### src/rtl/gray_step_tracker.sv
// -----------------------------------------------------------------------------
// gray_step_tracker
//
// Watches the Gray-coded output of an up/down counter and checks that it only
// ever moves one Gray step at a time. Each sample is converted to binary and
// compared with the last accepted value:
// - a +1 or -1 step (modulo 2^WIDTH) produces a one-cycle STEP pulse, updates
//   DIR and moves the signed net-position counter POS;
// - no change holds everything;
// - any other jump raises the sticky ERR flag.
//
// The first sample after reset or clr is taken as the reference value only.
//
// Ports
//   clk    : rising-edge clock
//   reset  : synchronous, active-high reset (highest priority)
//   clr    : synchronous re-initialise (below reset)
//   G      : Gray code input, G[2]=O3, G[1]=O2, G[0]=O1
//   BIN    : registered binary value of the last accepted sample
//   STEP   : one-cycle pulse for every accepted legal step
//   DIR    : direction of the last legal step (1 = up, 0 = down)
//   POS    : signed two's-complement net step count, wraps modulo 2^CNT_W
//   ERR    : sticky illegal-transition flag
//   ERRCNT : (GRAY_TRACK_ERRCNT_EN only) saturating illegal-jump count
//
// Optional feature, macro GRAY_TRACK_ERRCNT_EN:
//   Adds ERRCNT. After an illegal jump the tracker stays in TRACK and adopts
//   the new value as its reference instead of parking in FAULT.
//   Without the macro the tracker freezes in FAULT until reset or clr.
// -----------------------------------------------------------------------------
module gray_step_tracker #(
  parameter int WIDTH = 3,
  parameter int CNT_W = 8
) (
  input  logic             clk,
  input  logic             reset,
  input  logic             clr,
  input  logic [WIDTH-1:0] G,
  output logic [WIDTH-1:0] BIN,
  output logic             STEP,
  output logic             DIR,
  output logic [CNT_W-1:0] POS,
  output logic             ERR
`ifdef GRAY_TRACK_ERRCNT_EN
  ,
  output logic [3:0]       ERRCNT
`endif
);

  // ---------------------------------------------------------------------------
  // State encoding
  // ---------------------------------------------------------------------------
`ifdef GRAY_TRACK_ERRCNT_EN
  // With error counting there is no parking state.
  typedef enum logic {
    INIT  = 1'b0,
    TRACK = 1'b1
  } state_t;
`else
  typedef enum logic [1:0] {
    INIT  = 2'd0,
    TRACK = 2'd1,
    FAULT = 2'd2
  } state_t;
`endif

  state_t state_reg, state_next;

  logic [WIDTH-1:0] bin_reg,  bin_next;
  logic             step_reg, step_next;
  logic             dir_reg,  dir_next;
  logic [CNT_W-1:0] pos_reg,  pos_next;
  logic             err_reg,  err_next;
`ifdef GRAY_TRACK_ERRCNT_EN
  logic [3:0]       errcnt_reg, errcnt_next;
`endif

  // ---------------------------------------------------------------------------
  // Gray to binary
  // Each binary bit is the XOR of all Gray bits at or above its position.
  // Writing it as a reduction keeps every bit a direct function of G rather
  // than chaining through neighbouring bits of the same vector.
  // ---------------------------------------------------------------------------
  logic [WIDTH-1:0] bin_g;

  generate
    for (genvar gi = 0; gi < WIDTH; gi++) begin : g_gray2bin
      assign bin_g[gi] = ^G[WIDTH-1:gi];
    end
  endgenerate

  // ---------------------------------------------------------------------------
  // Step classification against the last accepted value.
  // The sums are truncated to WIDTH bits, so 7->0 is +1 and 0->7 is -1.
  // ---------------------------------------------------------------------------
  logic [WIDTH-1:0] bin_inc;
  logic [WIDTH-1:0] bin_dec;
  logic             is_same;
  logic             is_up;
  logic             is_down;

  assign bin_inc = bin_reg + WIDTH'(1);
  assign bin_dec = bin_reg - WIDTH'(1);
  assign is_same = (bin_g == bin_reg);
  assign is_up   = (bin_g == bin_inc);
  assign is_down = (bin_g == bin_dec);

  // ---------------------------------------------------------------------------
  // Next-state and next-output logic
  // ---------------------------------------------------------------------------
  always_comb begin
    state_next = state_reg;
    bin_next   = bin_reg;
    step_next  = 1'b0;
    dir_next   = dir_reg;
    pos_next   = pos_reg;
    err_next   = err_reg;
`ifdef GRAY_TRACK_ERRCNT_EN
    errcnt_next = errcnt_reg;
`endif

    case (state_reg)
      INIT: begin
        // Reference sample only: never a step, POS untouched.
        bin_next   = bin_g;
        state_next = TRACK;
      end

      TRACK: begin
        if (is_same) begin
          // Nothing moved; STEP already defaults low.
        end else if (is_up) begin
          bin_next  = bin_g;
          step_next = 1'b1;
          dir_next  = 1'b1;
          pos_next  = pos_reg + CNT_W'(1);
        end else if (is_down) begin
          bin_next  = bin_g;
          step_next = 1'b1;
          dir_next  = 1'b0;
          pos_next  = pos_reg - CNT_W'(1);
        end else begin
          // Multi-step jump: flag it and take the new value as BIN.
          bin_next = bin_g;
          err_next = 1'b1;
`ifdef GRAY_TRACK_ERRCNT_EN
          if (errcnt_reg != 4'd15) begin
            errcnt_next = errcnt_reg + 4'd1;
          end
`else
          state_next = FAULT;
`endif
        end
      end

`ifndef GRAY_TRACK_ERRCNT_EN
      FAULT: begin
        // BIN keeps following the input so the next stage can still see
        // where the counter is; everything else is frozen.
        bin_next = bin_g;
      end
`endif

      default: begin
        state_next = INIT;
      end
    endcase
  end

  // ---------------------------------------------------------------------------
  // Registers. reset clears everything; clr restarts tracking but keeps the
  // last BIN and DIR so downstream logic does not see a spurious jump.
  // Either one discards whatever classification was pending on that edge.
  // ---------------------------------------------------------------------------
  always_ff @(posedge clk) begin
    if (reset) begin
      state_reg <= INIT;
      bin_reg   <= '0;
      step_reg  <= 1'b0;
      dir_reg   <= 1'b0;
      pos_reg   <= '0;
      err_reg   <= 1'b0;
`ifdef GRAY_TRACK_ERRCNT_EN
      errcnt_reg <= 4'd0;
`endif
    end else if (clr) begin
      state_reg <= INIT;
      step_reg  <= 1'b0;
      pos_reg   <= '0;
      err_reg   <= 1'b0;
`ifdef GRAY_TRACK_ERRCNT_EN
      errcnt_reg <= 4'd0;
`endif
    end else begin
      state_reg <= state_next;
      bin_reg   <= bin_next;
      step_reg  <= step_next;
      dir_reg   <= dir_next;
      pos_reg   <= pos_next;
      err_reg   <= err_next;
`ifdef GRAY_TRACK_ERRCNT_EN
      errcnt_reg <= errcnt_next;
`endif
    end
  end

  // ---------------------------------------------------------------------------
  // Outputs come straight from registers.
  // ---------------------------------------------------------------------------
  assign BIN  = bin_reg;
  assign STEP = step_reg;
  assign DIR  = dir_reg;
  assign POS  = pos_reg;
  assign ERR  = err_reg;
`ifdef GRAY_TRACK_ERRCNT_EN
  assign ERRCNT = errcnt_reg;
`endif

endmodule

### config.mk
export PLATFORM = sky130hd
export DESIGN_NAME = gray_step_tracker
export DESIGN_NICKNAME = d
export VERILOG_FILES = /design/src/rtl/gray_step_tracker.sv
export SDC_FILE = /design/constraint.sdc
export NUM_CORES = 1
export LEC_CHECK = 0
export ABC_CLOCK_PERIOD_IN_PS = 4450
export CORE_MARGIN = 3
export CORE_UTILIZATION = 57
export DETAILED_ROUTE_END_ITERATION = 12
export PLACE_DENSITY = 0.86
export SYNTH_ARGS = -nofsm -noshare
export SYNTH_HDL_FRONTEND = slang
export SYNTH_SLANG_ARGS = --single-unit
### constraint.sdc
create_clock -name clk -period 4.45 [get_ports clk]
set_input_delay 0.89 -clock clk [delete_from_list [all_inputs] [get_ports clk]]
set_output_delay 0.89 -clock clk [all_outputs]
set_load 0.02 [all_outputs]
* Word-level counts from Yosys, hierarchy flattened *
Cells that the tools add are included.

cells by class
  magnitude comparators = 0
  muxes and demuxes = 12
  add/sub/neg operators = 4
  div/mod/pow operators = 0
  equal/unequal tests = 8
  shift-type cells = 0
  multiply operators = 0
  reductions and logical operators = 13
  bitwise operators = 6

operators with widths
  operator                                              number
  two-way mux 8 bit                                     2
  AND reduction 4 bit                                   3
  equality test 3 bit                                   3
  adder 8 x 1 -> 8 bit (second input constant)          1
  subtractor 8 x 1 -> 8 bit (second input constant)     1
  two-way mux 2 bit                                     3
  inequality test 2 bit (second input constant)         3
  inverter 1 bit                                        6
  case mux 2 bit (3 select lines)                       1
  case mux 3 bit (2 select lines)                       1
  AND reduction 3 bit                                   2
  two-way mux 1 bit                                     4
  nonzero test 2 bit                                    2
  OR reduction 2 bit                                    2
  OR reduction 4 bit                                    1
  adder 3 x 1 -> 3 bit (second input constant)          1
  two-way mux 3 bit                                     1
  parity 3 bit                                          1
  subtractor 3 x 1 -> 3 bit (second input constant)     1
  equality test 2 x 1 -> 1 bit (second input constant)  1
  equality test 2 bit (second input constant)           1
  logical NOT 2 bit                                     1
  parity 2 bit                                          1

word-level totals
  memories kept = 0
  bits in latches = 0
  output and inout port bits = 14
  bits of input ports = 6
  bits in registers = 16
  bits in read-only memories = 0
  bits in writable memories = 0
  word-level logic and storage cells = 49

* Logic depth before layout (Yosys ltp) *
Gate-level depths: netlist of run 1.

  word-level depth = 6
  mapped depth = 12
  depth with buffers taken out = 12

* Worst setup path before layout of run 1 *
Ideal clock, no wire load.

  path kind = in2reg
  from = in G[1]
  to = reg pos_reg[7], in the netlist POS[7]
  data arrival time = 3170 ps
  data required time = 4386 ps
  path slack = 1216 ps
  cell stages on the path = 10
  buffers on the path = 1
  setup time = 64 ps
  cells stage by stage = buf_4 -> xor2_1 -> or3_1 -> a21o_2 -> ha_1 -> a211oi_1 -> o211ai_1 -> a211o_1 -> mux2_2 -> nand4_1

between the ends
  cells in the longest elaborated chain, start to end = 4
  elaborated cells between the ends (all ways) = 9
  classes of those cells = eq/ne (3); mux (1); bitwise (1); reduce/logical (4)

RTL lines
  element                                                                RTL line       RTL
  start, declared                                                        38             input logic [WIDTH-1:0] G,
  parity 3 bit or parity 2 bit (tied branches)                           88             assign bin_g[gi] = ^G[WIDTH-1:gi];
  equality test 3 bit, on equally long branches                          105, 104, 106
  nonzero test 2 bit (no source line) or inverter 1 bit (tied branches)  n/a
  AND reduction 3 bit (no source line)                                   n/a
  end signal, assigned                                                   199            pos_reg <= pos_next;
  end, declared                                                          72             logic [CNT_W-1:0] pos_reg, pos_next;

Several ways; a longest one is shown, not always the timed one.
A chain may end at the register's enable or synchronous reset.

* Worst setup path after layout of run 1 *
  from = in G[2]
  to = reg pos_reg[6], in the netlist POS[6]

between the ends
  cells in the longest elaborated chain, start to end = 4
  elaborated cells between the ends (all ways) = 9
  classes of those cells = eq/ne (3); mux (1); bitwise (1); reduce/logical (4)

RTL lines
  element                                       RTL line  RTL
  parity 3 bit or parity 2 bit (tied branches)  88
  equality test 3 bit *                         105       assign is_up = (bin_g == bin_inc);
  via is_up                                     99        logic is_up;
  nonzero test 2 bit (no source line)           n/a
  AND reduction 3 bit (no source line)          n/a

The timed path passes the listed nets; every way through them passes the cells marked *.

==> results.toml, run 1 <==
[worst_setup_path]
slowest_delay_ns = 0.61
worstRegToRegCells = 11
worst-path-max-fanout = 11
critPathTopFamily = "compound AO/OA/AOI/OAI gates"
worstPathArrival_ns = 4.01
crit_path_cell_trace = "clkdlybuf4s50_1 -> xor2_2 -> xnor2_1 -> a21o_2 -> inv_1 -> fa_1 -> nand3b_1 -> a2111o_1 -> o311ai_0 -> o21ai_0 -> a21oi_1"
slowest_stage = "clkdlybuf4s50_1"
cp-end-kind = "flop"
regToRegStartpoint = "BIN[0]"
critPathLaunchType = "primary input"
cp_num_buf_inv = 2
cp.depth = 11
reg2reg_to = "POS[7]"
required_ns = 4.67
crit_path_end = "POS[6]"
rrSetupSlack_ns = 1.23
startpoint = "G[2]"
critPathKind = "in -> reg"

[global_route]
grt_pass1_wl_mm = 4.92
antenna_found_initial = 0
grt_pass1_vias = 1093
grt_max_degree = 12
grt.overflow.total = 0
track_usage_pct = 22.9

[sta]
max_slew_margin_pct = 40.7
tns_ns = 0
min_period_ns = 3.80
setup_viol = 0
worst_pin_slew_ns = 0.883
final-hold-violation-count = 0
rsz0062_at_grt = "no"
clock_skew_ns = 0.00157
slew_violations = 0
fmax_mhz = 263
period_share_pct = 85.3

[finish]
design_area_um2 = 1490
fillers = 168
layout_commonest_cell = "clkdlybuf4s50_1"
regArea_um2 = 320
drive_gt1_share_pct = 6.59
layout_common_cells = "clkdlybuf4s50_1, dfxtp_1, a21oi_1"
antennaDiodeCount = 0
nNetsFinal = 185
largest_reg_flops = 8
multi_input_area_um2 = 890
syn_to_final_growth_pct = 17.1
stdcell_count = 194

[routing]
drc_errors = 0
drt_iter0_markers = 29
routed_wl_mm = 2.74
vias = 1160
via_per_inst = 5.98
antenna_left = 0
wl_per_cell_um = 14.1
dr.pass1.iters = 4

[yosys]
ys_ff_latch = 16
synth_edf_count = 0
synthFlopType = "dfxtp_1"
post-synth-top-area-cell = "dfxtp_1"
synth_cell_types = 46
synth_top_area_share_pct = 25.1
synth_cells = 151
ys_seq_area_share_pct = 25.1
synth_fp_nets = 167
synthArstFlopShare_pct = 0
synth.avg_cell_area_um2 = 8.45
yosysWarnings = 0
syn_area_um2 = 1280
synth_area_leaders = "dfxtp_1, ha_1, a21oi_1"

[placed_design]
dp.cells = 191
placed_area_um2 = 1470
post-dp-hpwl_mm = 2.06
place_congestion = 0.863
portBuffers = 19

[clocking]
ctsResizeCount = 0
htreeDepth = 1
cts_tree = "yes"
clk_pin_slew_ns = 0.10
cts_buffer_depth = 2
cts_setup_buffers = 0
cts_root_buf = "clkbuf_4"
cts_sinks = 16
cts_made_buffers = 3
clock_latency_ns = 0.28
cts_hold_buf = 0

[power]
peakVddDrop_mv = 0.209
power_density_nw_per_um2 = 253
power_leakage_nw = 0.570

[floorplan]
die_h_um = 53.3
dieWidth_um = 53.3
die_area_um2 = 2840
row_count = 16
coreArea_um2 = 2040
ios = 20
initial_core_util_pct = 62.5

[job]
drv_cap = 0

[hold_path]
hold_class = "reg -> reg"

[run_status]
status = "finished, final reports clean"
-- worst reg2reg max path, cell delays in order (launching register included) --
cell	delay, ns
dfxtp_1	0.45
inv_1	0.09
ha_1	0.34
xor2_1	0.18
or3_1	0.33
a21o_2	0.30
ha_1	0.31
a211oi_1	0.34
o211ai_1	0.17
a211o_1	0.31
mux2_2	0.26
nand4_1	0.08
-- worst min-delay path by stage --
stage | cells after the start | slack (ns) | startpoint | to
finish | 2 | 0.45 | ERR | ERR
global placement | 2 | 0.44 | ERR | ERR
detailed placement | 2 | 0.45 | ERR | ERR
global route | 2 | 0.49 | ERR | ERR
CTS | 2 | 0.46 | ERR | ERR
floorplan | 1 | 0.45 | state_reg[1] | state_reg[0]
-- cell usage after synthesis, types with 4 or more instances --
cell,count
xnor2_1,8
dfxtp_1,16
inv_1,10
ha_1,9
o21ai_0,8
a21oi_1,15
nor2_1,6
nand2b_1,4
o211ai_1,4
nor2b_1,5
nand3_1,9
-- layout make-up --
type	count	share of cell area (%)
sequential	16	21.4
inverter	10	2.51
clock buffer	3	1.51
timing repair buffer	19	12.7
tap	27	2.26
multi-input combinational	119	59.5
-- metrics by stage --
step                utilization (%)  setup WS, ns  hold slack, ns  power [mW]
global placement               72.1         0.468           0.436       0.297
detailed placement             72.1         0.411           0.445       0.302
floorplan                         -          1.22           0.445       0.267
global route                   73.2         0.359           0.489       0.407
finish                         73.2         0.654           0.454       0.377
CTS                            73.2         0.694           0.457       0.380
-- kinds of logic after synthesis --
| group | share of synthesized area [%] |
|---|---|
| compound gates | 27.9 |
| simple gates | 20.2 |
| buf+inv | 5.20 |
| flops | 25.1 |
| xor+xnor | 9.41 |
| fa+ha+maj | 10.4 |
| mux | 1.76 |
-- report_power, final --
part / leakage, nW / internal, mW / total (mW) / switching (mW)
Clock: 0.0138 / 0.0313 / 0.0768 / 0.0454
Sequential: 0.130 / 0.149 / 0.157 / 0.00802
Combinational: 0.426 / 0.0607 / 0.143 / 0.0824
Total: 0.570 / 0.241 / 0.377 / 0.136
-- per-layer routing --
metal	GRT usage, %	up-vias	routed length (um)
met5	0	-	0
met3	3.66	2	139
met1	33.3	527	1400
li1	-	599	-
met2	35.9	32	1190
met4	2.55	0	12
(Power assumes the default switching activity.)
==> run 2, diff against run 1 <==
--- a/config.mk
+++ b/config.mk
@@ -6,10 +6,13 @@
 export NUM_CORES = 1
 export LEC_CHECK = 0
 export ABC_CLOCK_PERIOD_IN_PS = 4450
+export CAP_MARGIN = 10
 export CORE_MARGIN = 3
 export CORE_UTILIZATION = 57
+export CTS_CLUSTER_DIAMETER = 60
 export DETAILED_ROUTE_END_ITERATION = 12
 export PLACE_DENSITY = 0.86
+export SLEW_MARGIN = 10
 export SYNTH_ARGS = -nofsm -noshare
 export SYNTH_HDL_FRONTEND = slang
 export SYNTH_SLANG_ARGS = --single-unit
==> results of run 2 <==
The final DEF is identical to that of run 1; final timing and power are the same.
==> run 3, diff against run 2 <==
--- a/config.mk
+++ b/config.mk
@@ -7,10 +7,10 @@
 export LEC_CHECK = 0
 export ABC_CLOCK_PERIOD_IN_PS = 4450
 export CAP_MARGIN = 10
-export CORE_MARGIN = 3
 export CORE_UTILIZATION = 57
 export CTS_CLUSTER_DIAMETER = 60
 export DETAILED_ROUTE_END_ITERATION = 12
+export GPL_TIMING_DRIVEN = 0
 export PLACE_DENSITY = 0.86
 export SLEW_MARGIN = 10
 export SYNTH_ARGS = -nofsm -noshare
==> run 3 against run 2 <==
Non-clock buffer count increased by 4. First-iteration DRC count increased by 45%. Sequential share of layout area decreased by 0.12 points. Fmax increased by 3.3%. Largest power group unchanged. Register-to-register slack got worse by 0.14 ns. Final area increased by 0.59%. Final cell count increased by 2.1%.
==> results.toml, run 3 (synthesized netlist as in run 1, its figures left out) <==
[routing]
met3_length_um = 155
routed_wl_mm = 3.06
wl_per_cell_um = 15.4
drt_iter0_markers = 42
dr.pass1.iters = 4
met2_length_mm = 1.44
highest-signal-layer = "met4"
drc_errors = 0
vias = 1261
antenna_left = 0
via_per_inst = 6.37
met1_length_mm = 1.43

[power]
power_frac_comb_pct = 38.9
power_density_nw_per_um2 = 258
p_switching_mw = 0.145
p_clk_share_pct = 20.9
swShare_pct = 37.5
p_int_mw = 0.242
peakVddDrop_mv = 0.187
power.total_mw = 0.387
seqPwrFrac_pct = 40.2
power_leakage_nw = 0.577

[global_route]
grt_pass1_wl_mm = 5.22
antenna_found_initial = 0
grt_pass1_vias = 1234
track_usage_pct = 27.7
grt.overflow.total = 0
grt_max_degree = 11

[clocking]
cts_sinks = 16
cts_tree = "yes"
htreeDepth = 1
clk_pin_slew_ns = 0.10
cts_hold_buf = 0
cts_root_buf = "clkbuf_4"
ctsResizeCount = 0
cts_setup_buffers = 0
clock_latency_ns = 0.30
cts_made_buffers = 3
cts_buffer_depth = 2

[sta]
slew_violations = 0
clock_skew_ns = 0.00184
rsz0062_at_grt = "no"
min_period_ns = 3.67
final-hold-violation-count = 0
tns_ns = 0
setup_viol = 0
period_share_pct = 82.5
fmax_mhz = 272
max_slew_margin_pct = 44.2
worst_pin_slew_ns = 0.834

[finish]
finish.utilization_pct = 73.6
layout_common_cells = "clkdlybuf4s50_1, dfxtp_1, a21oi_1"
layout_commonest_cell = "clkdlybuf4s50_1"
drive_gt1_share_pct = 8.19
nNetsFinal = 189
syn_to_final_growth_pct = 17.7
antennaDiodeCount = 0
largest_reg_flops = 8

[worst_setup_path]
regToRegStartpoint = "BIN[0]"
crit_path_cell_trace = "clkdlybuf4s50_1 -> xor2_2 -> xnor2_1 -> a21o_2 -> inv_1 -> fa_1 -> nand3b_1 -> a2111o_1 -> o311ai_0 -> o21ai_0 -> a21oi_1"
cp-end-kind = "flop"
worstPathArrival_ns = 3.90
worst-path-max-fanout = 10
rrSetupSlack_ns = 1.09
slowest_delay_ns = 0.48
critPathKind = "in -> reg"
critPathLaunchType = "primary input"
required_ns = 4.68
slowest_stage = "clkdlybuf4s50_1"
startpoint = "G[2]"

[floorplan]
ios = 20
row_count = 16
die_area_um2 = 2430
dieWidth_um = 49.3
coreArea_um2 = 2040
die_h_um = 49.3
initial_core_util_pct = 62.5

[hold_path]
hold_class = "reg -> reg"
hold_start = "ERR"

[placed_design]
place_congestion = 0.918
portBuffers = 17
post-dp-hpwl_mm = 2.25

[run_status]
status = "finished, final reports clean"

[job]
drv_cap = 0
## run 3: critical path: cells and delay by family
kind,cells,cell delay [ns]
adder cells (fa/ha/maj),1,0.42
XOR/XNOR,2,0.66
AO/OA/AOI/OAI,5,1.09
AND/OR/NAND/NOR,1,0.22
buffers and inverters,2,0.61
## run 3: layer usage
metal,GRT usage [%],vias to the layer above
met3,4.36,6
met1,36.1,615
met2,44.3,39
met4,12.7,0
met5,0,-
li1,-,601
## run 3: per-stage QoR
step	cells	hold WS (ns)	setup WS [ns]	cell area (um^2)
floorplan	151	0.445	1.22	1280
global placement	195	0.437	0.630	1480
detailed placement	195	0.453	0.539	1480
CTS	198	0.468	0.813	1500
global route	198	0.483	0.583	1500
finish	198	0.466	0.777	1500
## run 3: worst paths after layout
| kind | end | cells after the start |
|---|---|---|
| worst max-delay path | POS[6] | 11 |
| worst min-delay path | ERR | 2 |
| worst max register to register | POS[7] | 11 |
| worst min register to register | ERR | 2 |
## run 3: final cells by class
type | instances | area [um^2]
tap | 27 | 33.8
fill | 180 | 539
sequential | 16 | 320
timing repair buffer | 17 | 170
inverter | 10 | 37.5
multi-input combinational | 119 | 890
clock buffer | 3 | 22.5
buffer | 6 | 28.8
## run 3: power groups by stage
| stage | clock network [mW] | registers (mW) | logic (mW) |
|---|---|---|---|
| after floorplan | 0 | 0.164 | 0.103 |
| after global placement | 0 | 0.158 | 0.139 |
| after detailed placement | 0 | 0.159 | 0.146 |
| after CTS | 0.0809 | 0.156 | 0.148 |
| after global routing | 0.0839 | 0.157 | 0.165 |
| final | 0.0810 | 0.156 | 0.151 |
